===== src/rtl/arm_fetch.sv =====
// arm_fetch: sequential instruction fetch with single-outstanding req/ack port, prefetch FIFO and redirect flush.
// Optional ARM_FETCH_PERF_EN adds perf_fetched/perf_flushed counters.
module arm_fetch #(
  parameter int          FIFO_DEPTH = 4,
  parameter logic [31:0] RESET_PC   = 32'h0000_0000
) (
  input  logic        clk,
  input  logic        rst_n,
  output logic        imem_req,
  output logic [31:0] imem_addr,
  input  logic        imem_ack,
  input  logic [31:0] imem_rdata,
  input  logic        pc_we,
  input  logic [31:0] pc_in,
  output logic        inst_valid,
  output logic [31:0] inst,
  output logic [31:0] inst_pc,
  input  logic        inst_ready
`ifdef ARM_FETCH_PERF_EN
  ,
  output logic [31:0] perf_fetched,
  output logic [31:0] perf_flushed
`endif
);
  localparam int CW = $clog2(FIFO_DEPTH) + 1;
  typedef enum logic [1:0] {RUN, WAIT, DRAIN} state_e;
  state_e state_q, state_d;
  logic [31:0] fetch_pc_q, fetch_pc_d, addr_q, addr_d;
  logic [CW-1:0] cnt_q, cnt_d, cnt_pop;
  logic [31:0] ins_q [FIFO_DEPTH];
  logic [31:0] ins_d [FIFO_DEPTH];
  logic [31:0] pcs_q [FIFO_DEPTH];
  logic [31:0] pcs_d [FIFO_DEPTH];
  logic pop, push, issue;
  always_comb begin
    pop        = cnt_q != '0 && inst_ready && !pc_we;
    cnt_pop    = cnt_q - CW'(pop);
    issue      = state_q == RUN && !pc_we && cnt_pop < CW'(FIFO_DEPTH);
    push       = state_q == WAIT && imem_ack && !pc_we;
    state_d    = issue ? WAIT :
                 state_q == WAIT ? (imem_ack ? RUN : pc_we ? DRAIN : WAIT) :
                 state_q == DRAIN ? (imem_ack ? RUN : DRAIN) : RUN;
    addr_d     = issue ? fetch_pc_q : addr_q;
    fetch_pc_d = pc_we ? {pc_in[31:2], 2'b00} : push ? fetch_pc_q + 32'd4 : fetch_pc_q;
    cnt_d      = pc_we ? '0 : cnt_pop + CW'(push);
  end
  // Head lives in entry 0; the last valid head is kept rather than shifted out so inst holds.
  always_comb begin
    for (int i = 0; i < FIFO_DEPTH; i++) begin
      ins_d[i] = ins_q[i];
      pcs_d[i] = pcs_q[i];
      if (pop && i + 1 < int'(cnt_q)) begin
        ins_d[i] = ins_q[(i + 1) % FIFO_DEPTH];
        pcs_d[i] = pcs_q[(i + 1) % FIFO_DEPTH];
      end
      if (push && i == int'(cnt_pop)) begin
        ins_d[i] = imem_rdata;
        pcs_d[i] = fetch_pc_q;
      end
    end
  end
  always_ff @(posedge clk or negedge rst_n) begin
    if (!rst_n) begin
      state_q    <= RUN;
      fetch_pc_q <= RESET_PC;
      addr_q     <= RESET_PC;
      cnt_q      <= '0;
      for (int i = 0; i < FIFO_DEPTH; i++) begin
        ins_q[i] <= '0;
        pcs_q[i] <= '0;
      end
    end else begin
      state_q    <= state_d;
      fetch_pc_q <= fetch_pc_d;
      addr_q     <= addr_d;
      cnt_q      <= cnt_d;
      for (int i = 0; i < FIFO_DEPTH; i++) begin
        ins_q[i] <= ins_d[i];
        pcs_q[i] <= pcs_d[i];
      end
    end
  end
  assign imem_req   = state_q != RUN;
  assign imem_addr  = addr_q;
  assign inst_valid = cnt_q != '0;
  assign inst       = ins_q[0];
  assign inst_pc    = pcs_q[0];
`ifdef ARM_FETCH_PERF_EN
  logic discard;
  logic [31:0] fetched_q, flushed_q;
  assign discard = imem_ack && ((state_q == WAIT && pc_we) || state_q == DRAIN);
  always_ff @(posedge clk or negedge rst_n) begin
    if (!rst_n) begin
      fetched_q <= '0;
      flushed_q <= '0;
    end else begin
      fetched_q <= fetched_q + 32'(push);
      flushed_q <= flushed_q + (pc_we ? 32'(cnt_q) : 32'd0) + 32'(discard);
    end
  end
  assign perf_fetched = fetched_q;
  assign perf_flushed = flushed_q;
`endif
endmodule


===== config.mk =====
export PLATFORM = sky130hd
export DESIGN_NAME = arm_fetch
export DESIGN_NICKNAME = d
export VERILOG_FILES = /design/src/rtl/arm_fetch.sv
export SDC_FILE = /design/constraint.sdc
export NUM_CORES = 1
export LEC_CHECK = 0
export ABC_AREA = 1
export BUFFER_PORTS_ARGS = -buffer_cell sky130_fd_sc_hd__buf_2
export CAP_MARGIN = 30
export CORE_ASPECT_RATIO = 0.8
export CORE_MARGIN = 3
export CORE_UTILIZATION = 35
export CTS_CLUSTER_DIAMETER = 50
export DETAILED_ROUTE_END_ITERATION = 12
export HOLD_SLACK_MARGIN = 0.03
export SLEW_MARGIN = 20
export SYNTH_ARGS = -nofsm -noshare
export SYNTH_HDL_FRONTEND = slang
export SYNTH_SLANG_ARGS = --single-unit

===== constraint.sdc =====
create_clock -name clk -period 7.1 [get_ports clk]
set_input_delay 1.42 -clock clk [delete_from_list [all_inputs] [get_ports clk]]
set_output_delay 1.42 -clock clk [all_outputs]
set_load 0.05 [all_outputs]

==> impl_metrics.json, run 1 <==
{
  "status": "complete, no violations",
  "synth_edf_count": 0,
  "area_delta_synth_final_pct": 12.42,
  "start_util": 0.3589,
  "synth_most_common_cell": "nand2_1",
  "grtUsageTotal": 0.2138,
  "io_buffers": 162,
  "fmax_mhz": 226.3,
  "final_hold_viol_count": 0,
  "setup_ws_ns": 2.680,
  "slowest_delay_ns": 0.64,
  "rr_endpoint": "ins_q[53]",
  "rows": 69,
  "synth.ff_latch_count": 321,
  "synth-simple-area-share": 0.2838,
  "drtPass1Iterations": 5,
  "drive_gt1_frac": 0.1264,
  "num_io_pins": 167,
  "crit_chain": "buf_2 -> nor2_1 -> ha_1 -> ha_1 -> nand2_1 -> nand2_2 -> nor2_4 -> nand3_4 -> nand2_4 -> inv_2 -> buf_16 -> nand2_1 -> o211ai_1",
  "die_h_um": 198.3,
  "netSwitchingPower_uw": 3217,
  "die_width_um": 246.3,
  "synth_area_mm2": 0.01617,
  "worst-setup-path-type": "in2reg",
  "synthFlopType": "dfrtp_1",
  "syn_area_per_cell_um2": 7.968,
  "setup_tns_ns": 0,
  "antenna_found_initial": 6,
  "first_iter_violations": 1449,
  "grt_pass1_wl_um": 81740,
  "worst_path_max_delay_cell": "nand2_4",
  "cts.reportedPaths.clkPinSlew_ns": 0.06,
  "maxCapViolCount": 0,
  "nets": 2134,
  "synth_xor_area_frac": 0.002166,
  "cts_htree_levels": 2,
  "yosys_warnings": 0,
  "vdd_ir_drop_max_uv": 165.8,
  "min_period_over_period": 0.6225,
  "power_density_mw_per_mm2": 422.5,
  "crit_arrival_ns": 4.82,
  "synth.area.top_cells": "dfrtp_1, nand3_1, nand2_1",
  "async_flop_share": 1.000,
  "hpwl_um": 31930,
  "avgRoutedWirePerCell_um": 19.38,
  "netlist_instances": 2030,
  "skew_ns": 0.02961,
  "min-delay-start": "imem_addr[6]",
  "leakagePower_uw": 0.008745,
  "crit_required_ns": 7.50,
  "ctsHoldBuffers": 0,
  "r2r_cells": 15,
  "power.internal_uw": 4465,
  "routed_via_density": 5.308,
  "clkLatencyLatePin_ns": 0.55,
  "relSlewSlack": 0.3483,
  "synth_compound_area_frac": 0.1037,
  "synth_largest_area_cell": "dfrtp_1",
  "detail-route-antenna-nets": 0,
  "p_total_uw": 7682,
  "post-place-ws_ns": 2.138,
  "final_period_minus_worst_setup_slack_ns": 4.420,
  "synth_top_family_by_area": "simple AND/OR/NAND/NOR gates",
  "finalSetupViolCount": 0,
  "crit-reg2reg-launch": "cnt_q[0]",
  "crit_start": "pc_we",
  "ys_seq_area_frac": 0.4966,
  "numCtsBuffers": 40,
  "hold_depth": 2,
  "p_sw_frac": 0.4188,
  "hp-class": "reg2reg",
  "drc_errors": 0,
  "vias": 14290,
  "overflow": 0,
  "grt_pass1_vias": 13830,
  "grt_setup_unrepaired": "no",
  "synth-adder-area-share": 0.002321,
  "cp-end-kind": "register",
  "cts_resized": 0,
  "p_clk_frac": 0.265,
  "seqPwrFrac": 0.386,
  "clock-sinks": 321,
  "synth_common_cells": "nand2_1, nand3_1, dfrtp_1",
  "finish.utilization": 0.4035,
  "critPathMaxFanout": 39,
  "tightest_slew_ns": 0.9775,
  "clockBufferDepth": 3,
  "root_buffer": "clkbuf_16",
  "r2r_slack_ns": 3.30,
  "cts_setup_buffers": 0,
  "die-area_mm2": 0.04884,
  "yosysTopAreaCellShare": 0.4966,
  "synth_cell_types": 36,
  "core_mm2": 0.04507,
  "grt_max_degree": 131,
  "cp-endpoint": "ins_q[53]",
  "place_congestion": 0.9049,
  "comb_power_share": 0.349,
  "fillers": 4521,
  "maxSlewViolCount": 0,
  "startpoint_type": "input pin",
  "cts_tree": "built",
  "finalWirelength_um": 52190,
  "synthMuxAreaShare": 0
}
-- critical path, delay by kind of cell --
kind / cells / cell delay, ns
buffers and inverters: 3 / 1.32
AND/OR/NAND/NOR: 7 / 1.54
AO/OA/AOI/OAI: 1 / 0.07
adder cells (fa/ha/maj): 2 / 0.40
-- registers in the layout, indices dropped and copies added (netlist names) --
| name | count |
|---|---|
| inst_pc | 32 |
| ins_q | 96 |
| state_q | 2 |
| cnt_q | 3 |
| inst | 32 |
| pcs_q | 96 |
| fetch_pc_q | 30 |
| imem_addr | 30 |
-- kinds of logic (layout without fill, tap and decap cells) --
family	count (synthesis)	in the layout
adders and majority gates	3	3
xor gates and xnor gates	4	4
and+or+nand+nor	1057	1057
buffers and inverters	365	422
other	1	4
DFF	321	321
AOI/OAI and AO/OA	279	279
-- worst min-delay path by stage --
stage | to | slack, ns
6_report | imem_addr[6] | 0.48
5_1_grt | ins_q[61] | 0.51
4_1_cts | state_q[0] | 0.48
3_5_place_dp | imem_addr[6] | 0.47
3_3_place_gp | imem_addr[5] | 0.46
2_1_floorplan | ins_q[34] | 0.45
-- final cells by class --
class / instances / area (um^2) / area share
repair buffers: 185 / 1095 / 0.06021
well taps: 603 / 754.5 / 0.04149
inverters: 169 / 634.4 / 0.03489
clock buffers: 56 / 1122 / 0.06173
flip-flops and latches: 321 / 8033 / 0.4418
clock inverters: 12 / 166.4 / 0.009152
multi-input cells: 1345 / 6372 / 0.3505
diodes: 2 / 5.005 / 0.0002753
-- cells in the final DEF (no fill, tap or decap), drive strengths merged, types with 17 or more instances in the layout --
master,count
a21oi,17
buf,185
clkbuf,56
dfrtp,321
inv,170
nand2,461
nand3,390
nor2,189
o211ai,96
o21ai,146
-- power by group through the flow --
stage / Combinational, uW / Clock, uW / Sequential (uW)
6_report: 2680 / 2040 / 2960
2_1_floorplan: 2010 / 0 / 3130
3_3_place_gp: 2630 / 0 / 2950
4_1_cts: 2700 / 2060 / 2960
5_1_grt: 2960 / 2150 / 3050
3_5_place_dp: 2690 / 0 / 2990
-- metal layers --
layer	GRT usage	wire (um)	vias up
li1	-	-	6678
met4	0.06019	1166	10
met3	0.05361	4553	87
met1	0.3035	23360	6981
met5	0	71	-
met2	0.3243	23040	538
-- metrics by stage --
step	hold slack, ns	instance area [um^2]	std cells
2_1_floorplan	0.4528	16180	2031
3_3_place_gp	0.4634	16750	2617
3_5_place_dp	0.4691	16830	2620
4_1_cts	0.4829	18120	2688
5_1_grt	0.5085	18180	2691
6_report	0.4775	18180	2693
No activity file was read; power rests on OpenSTA's default activity.
==> run 2, diff against run 1 <==
--- a/config.mk
+++ b/config.mk
@@ -5,7 +5,7 @@
 export SDC_FILE = /design/constraint.sdc
 export NUM_CORES = 1
 export LEC_CHECK = 0
-export ABC_AREA = 1
+export ABC_AREA = 0
 export BUFFER_PORTS_ARGS = -buffer_cell sky130_fd_sc_hd__buf_2
 export CAP_MARGIN = 30
 export CORE_ASPECT_RATIO = 0.8
==> constraint.sdc (replaced) <==
create_clock -name clk -period 4.4 [get_ports clk]
set_input_delay 0.88 -clock clk [delete_from_list [all_inputs] [get_ports clk]]
set_output_delay 0.88 -clock clk [all_outputs]
set_load 0.05 [all_outputs]
==> run 2 against run 1 <==
Clock skew fell by 0.016 ns. Synthesized cell count fell by 30%. Sequential power rose by 61%. Clock power is 59% higher. Utilization is 0.61 points higher. Non-clock buffer count is 7 higher. Critical path type unchanged.
==> impl_metrics.json, run 2 <==
{
  "status": "complete, no violations",
  "r2r_cells": 9,
  "leakagePower_uw": 0.007487,
  "overflow": 0,
  "clock-sinks": 321,
  "grtUsageTotal": 0.1726,
  "die_width_um": 243.4,
  "crit-reg2reg-launch": "cnt_q[2]",
  "hpwl_um": 24790,
  "first_iter_violations": 599,
  "synth_area_mm2": 0.01578,
  "critPathMaxFanout": 30,
  "grt_pass1_wl_um": 65980,
  "clockBufferDepth": 3,
  "vdd_ir_drop_max_uv": 333.5,
  "setup_tns_ns": 0,
  "root_buffer": "clkbuf_16",
  "rows": 68,
  "cts_htree_levels": 2,
  "nets": 1545,
  "rr_endpoint": "inst[5]",
  "ys_seq_area_frac": 0.5090,
  "syn_area_per_cell_um2": 11.04,
  "maxSlewViolCount": 0,
  "fillers": 4184,
  "avgRoutedWirePerCell_um": 19.58,
  "final_common_cell": "dfrtp_1",
  "hp-class": "in2async",
  "final_cell_mix": "dfrtp_1, mux2i_1, o21ai_0",
  "relSlewSlack": 0.3204,
  "async_flop_share": 1.000,
  "synth_largest_area_cell": "dfrtp_1",
  "vias": 10850,
  "cts_setup_buffers": 0,
  "netlist_instances": 1430,
  "r2r_slack_ns": 1.42,
  "io_buffers": 162,
  "cp-endpoint": "inst[5]",
  "finalWirelength_um": 41020,
  "drtPass1Iterations": 5,
  "maxCapViolCount": 0,
  "synth.ff_latch_count": 321,
  "fmax_mhz": 330.3,
  "yosysTopAreaCellShare": 0.5090,
  "detail-route-antenna-nets": 0,
  "startpoint_type": "input pin",
  "grt_pass1_vias": 11460,
  "drive_gt1_frac": 0.2757,
  "tightest_slew_ns": 1.019,
  "synth.area.top_cells": "dfrtp_1, mux2i_1, mux2_2",
  "num_io_pins": 167,
  "start_util": 0.3601,
  "die-area_mm2": 0.04769,
  "synth_edf_count": 0,
  "synth_most_common_cell": "dfrtp_1",
  "final_cells": 2095,
  "cp-end-kind": "register",
  "worst-setup-path-type": "in2reg",
  "grt_max_degree": 109,
  "yosys_warnings": 0,
  "crit_required_ns": 4.79,
  "finalSetupViolCount": 0,
  "final_hold_viol_count": 0,
  "area_delta_synth_final_pct": 13.72,
  "drc_errors": 0,
  "cts_resized": 0,
  "skew_ns": 0.01385,
  "cts.reportedPaths.clkPinSlew_ns": 0.06,
  "place_congestion": 0.7263,
  "power_density_mw_per_mm2": 656.3,
  "ctsHoldBuffers": 0,
  "reg_top3": "ins_q: 96 flops, pcs_q: 96 flops",
  "final_period_minus_worst_setup_slack_ns": 3.028,
  "cts_tree": "built",
  "crit_start": "pc_we",
  "synthFlopType": "dfrtp_1",
  "synth_cell_types": 40,
  "core_mm2": 0.04382,
  "numCtsBuffers": 40,
  "antenna_found_initial": 2,
  "routed_via_density": 5.180,
  "synth_common_cells": "dfrtp_1, mux2i_1, o21ai_0",
  "clkLatencyLatePin_ns": 0.53,
  "min_period_over_period": 0.6881,
  "grt_setup_unrepaired": "no",
  "die_h_um": 195.9,
  "dp_cells": 2025,
  "crit_arrival_ns": 3.42
}
==> run 2: cell types whose count changed in the layout (fill, tap and decap cells not counted), sizes merged, moves of 48 or more <==
cell    delta
o211ai    -96
nor2     -154
nand4     +57
mux2     +141
mux2i    +216
o21ai     +48
nand2    -318
inv      -157
nand3    -382
==> run 2: how the worst min path moves through the flow <==
| stage | start | to | cells after the start |
|---|---|---|---|
| floorplan | pcs_q[0] | pcs_q[32] | 2 |
| finish | rst_n | pcs_q[45] | 1 |
| CTS | rst_n | fetch_pc_q[13] | 1 |
| detailed placement | imem_addr[30] | imem_addr[30] | 1 |
| global placement | imem_addr[24] | imem_addr[24] | 1 |
| global route | rst_n | pcs_q[45] | 1 |
==> run 2: power breakdown <==
part | switching, uW | total, uW | internal [uW]
combinational | 2560 | 3790 | 1230
clock | 1270 | 3240 | 1970
sequential | 717 | 4760 | 4040
==> run 2: area by class of cell <==
type	instances	area [um^2]	area share
Sequential cell	321	8033	0.4476
Multi-Input combinational cell	908	6684	0.3725
Clock buffer	55	1169	0.06512
Timing Repair Buffer	192	1141	0.06359
Tap cell	595	744.5	0.04149
Clock inverter	12	131.4	0.007321
Inverter	10	37.54	0.002092
Antenna cell	2	5.005	0.0002789
==> run 2: worst max-delay path, cell delays in order <==
cell and delay [ns]:
buf_2 0.10, nand2b_1 0.20, a21oi_1 0.16, ha_2 0.19
ha_2 0.18, xor2_2 0.18, nor3_4 0.24, and3_2 0.76
buf_4 0.38, o21ai_0 0.14
==> run 2: logic make-up after synthesis <==
kind of cell | share of synthesized area
muxes | 0.2376
DFF | 0.5090
xor gates and xnor gates | 0.007137
other | 0.0002376
buffers and inverters | 0.07049
adders and majority gates | 0.002379
and+or+nand+nor | 0.09594
AOI/OAI and AO/OA | 0.07715
==> run 2: through the flow <==
stage / setup slack [ns] / util / hold slack (ns) / total power (uW) / instance area (um^2)
after floorplan: 1.336 / - / 0.4855 / 7827 / 15780
after CTS: 1.269 / 0.4093 / 0.4335 / 11930 / 17930
final: 1.372 / 0.4095 / 0.3871 / 11780 / 17940
after detailed placement: 0.7275 / 0.3796 / 0.4913 / 8632 / 16630
after global routing: 1.196 / 0.4095 / 0.4518 / 12470 / 17940
after global placement: 0.7508 / 0.3792 / 0.4858 / 8487 / 16620
==> run 2: metal layers <==
metal | vias up | wire [um] | track usage
li1 | 5112 | - | -
met1 | 5501 | 19270 | 0.2363
met2 | 185 | 19280 | 0.2843
met3 | 54 | 1838 | 0.03334
met4 | 0 | 636 | 0.03937
met5 | - | 0 | 0
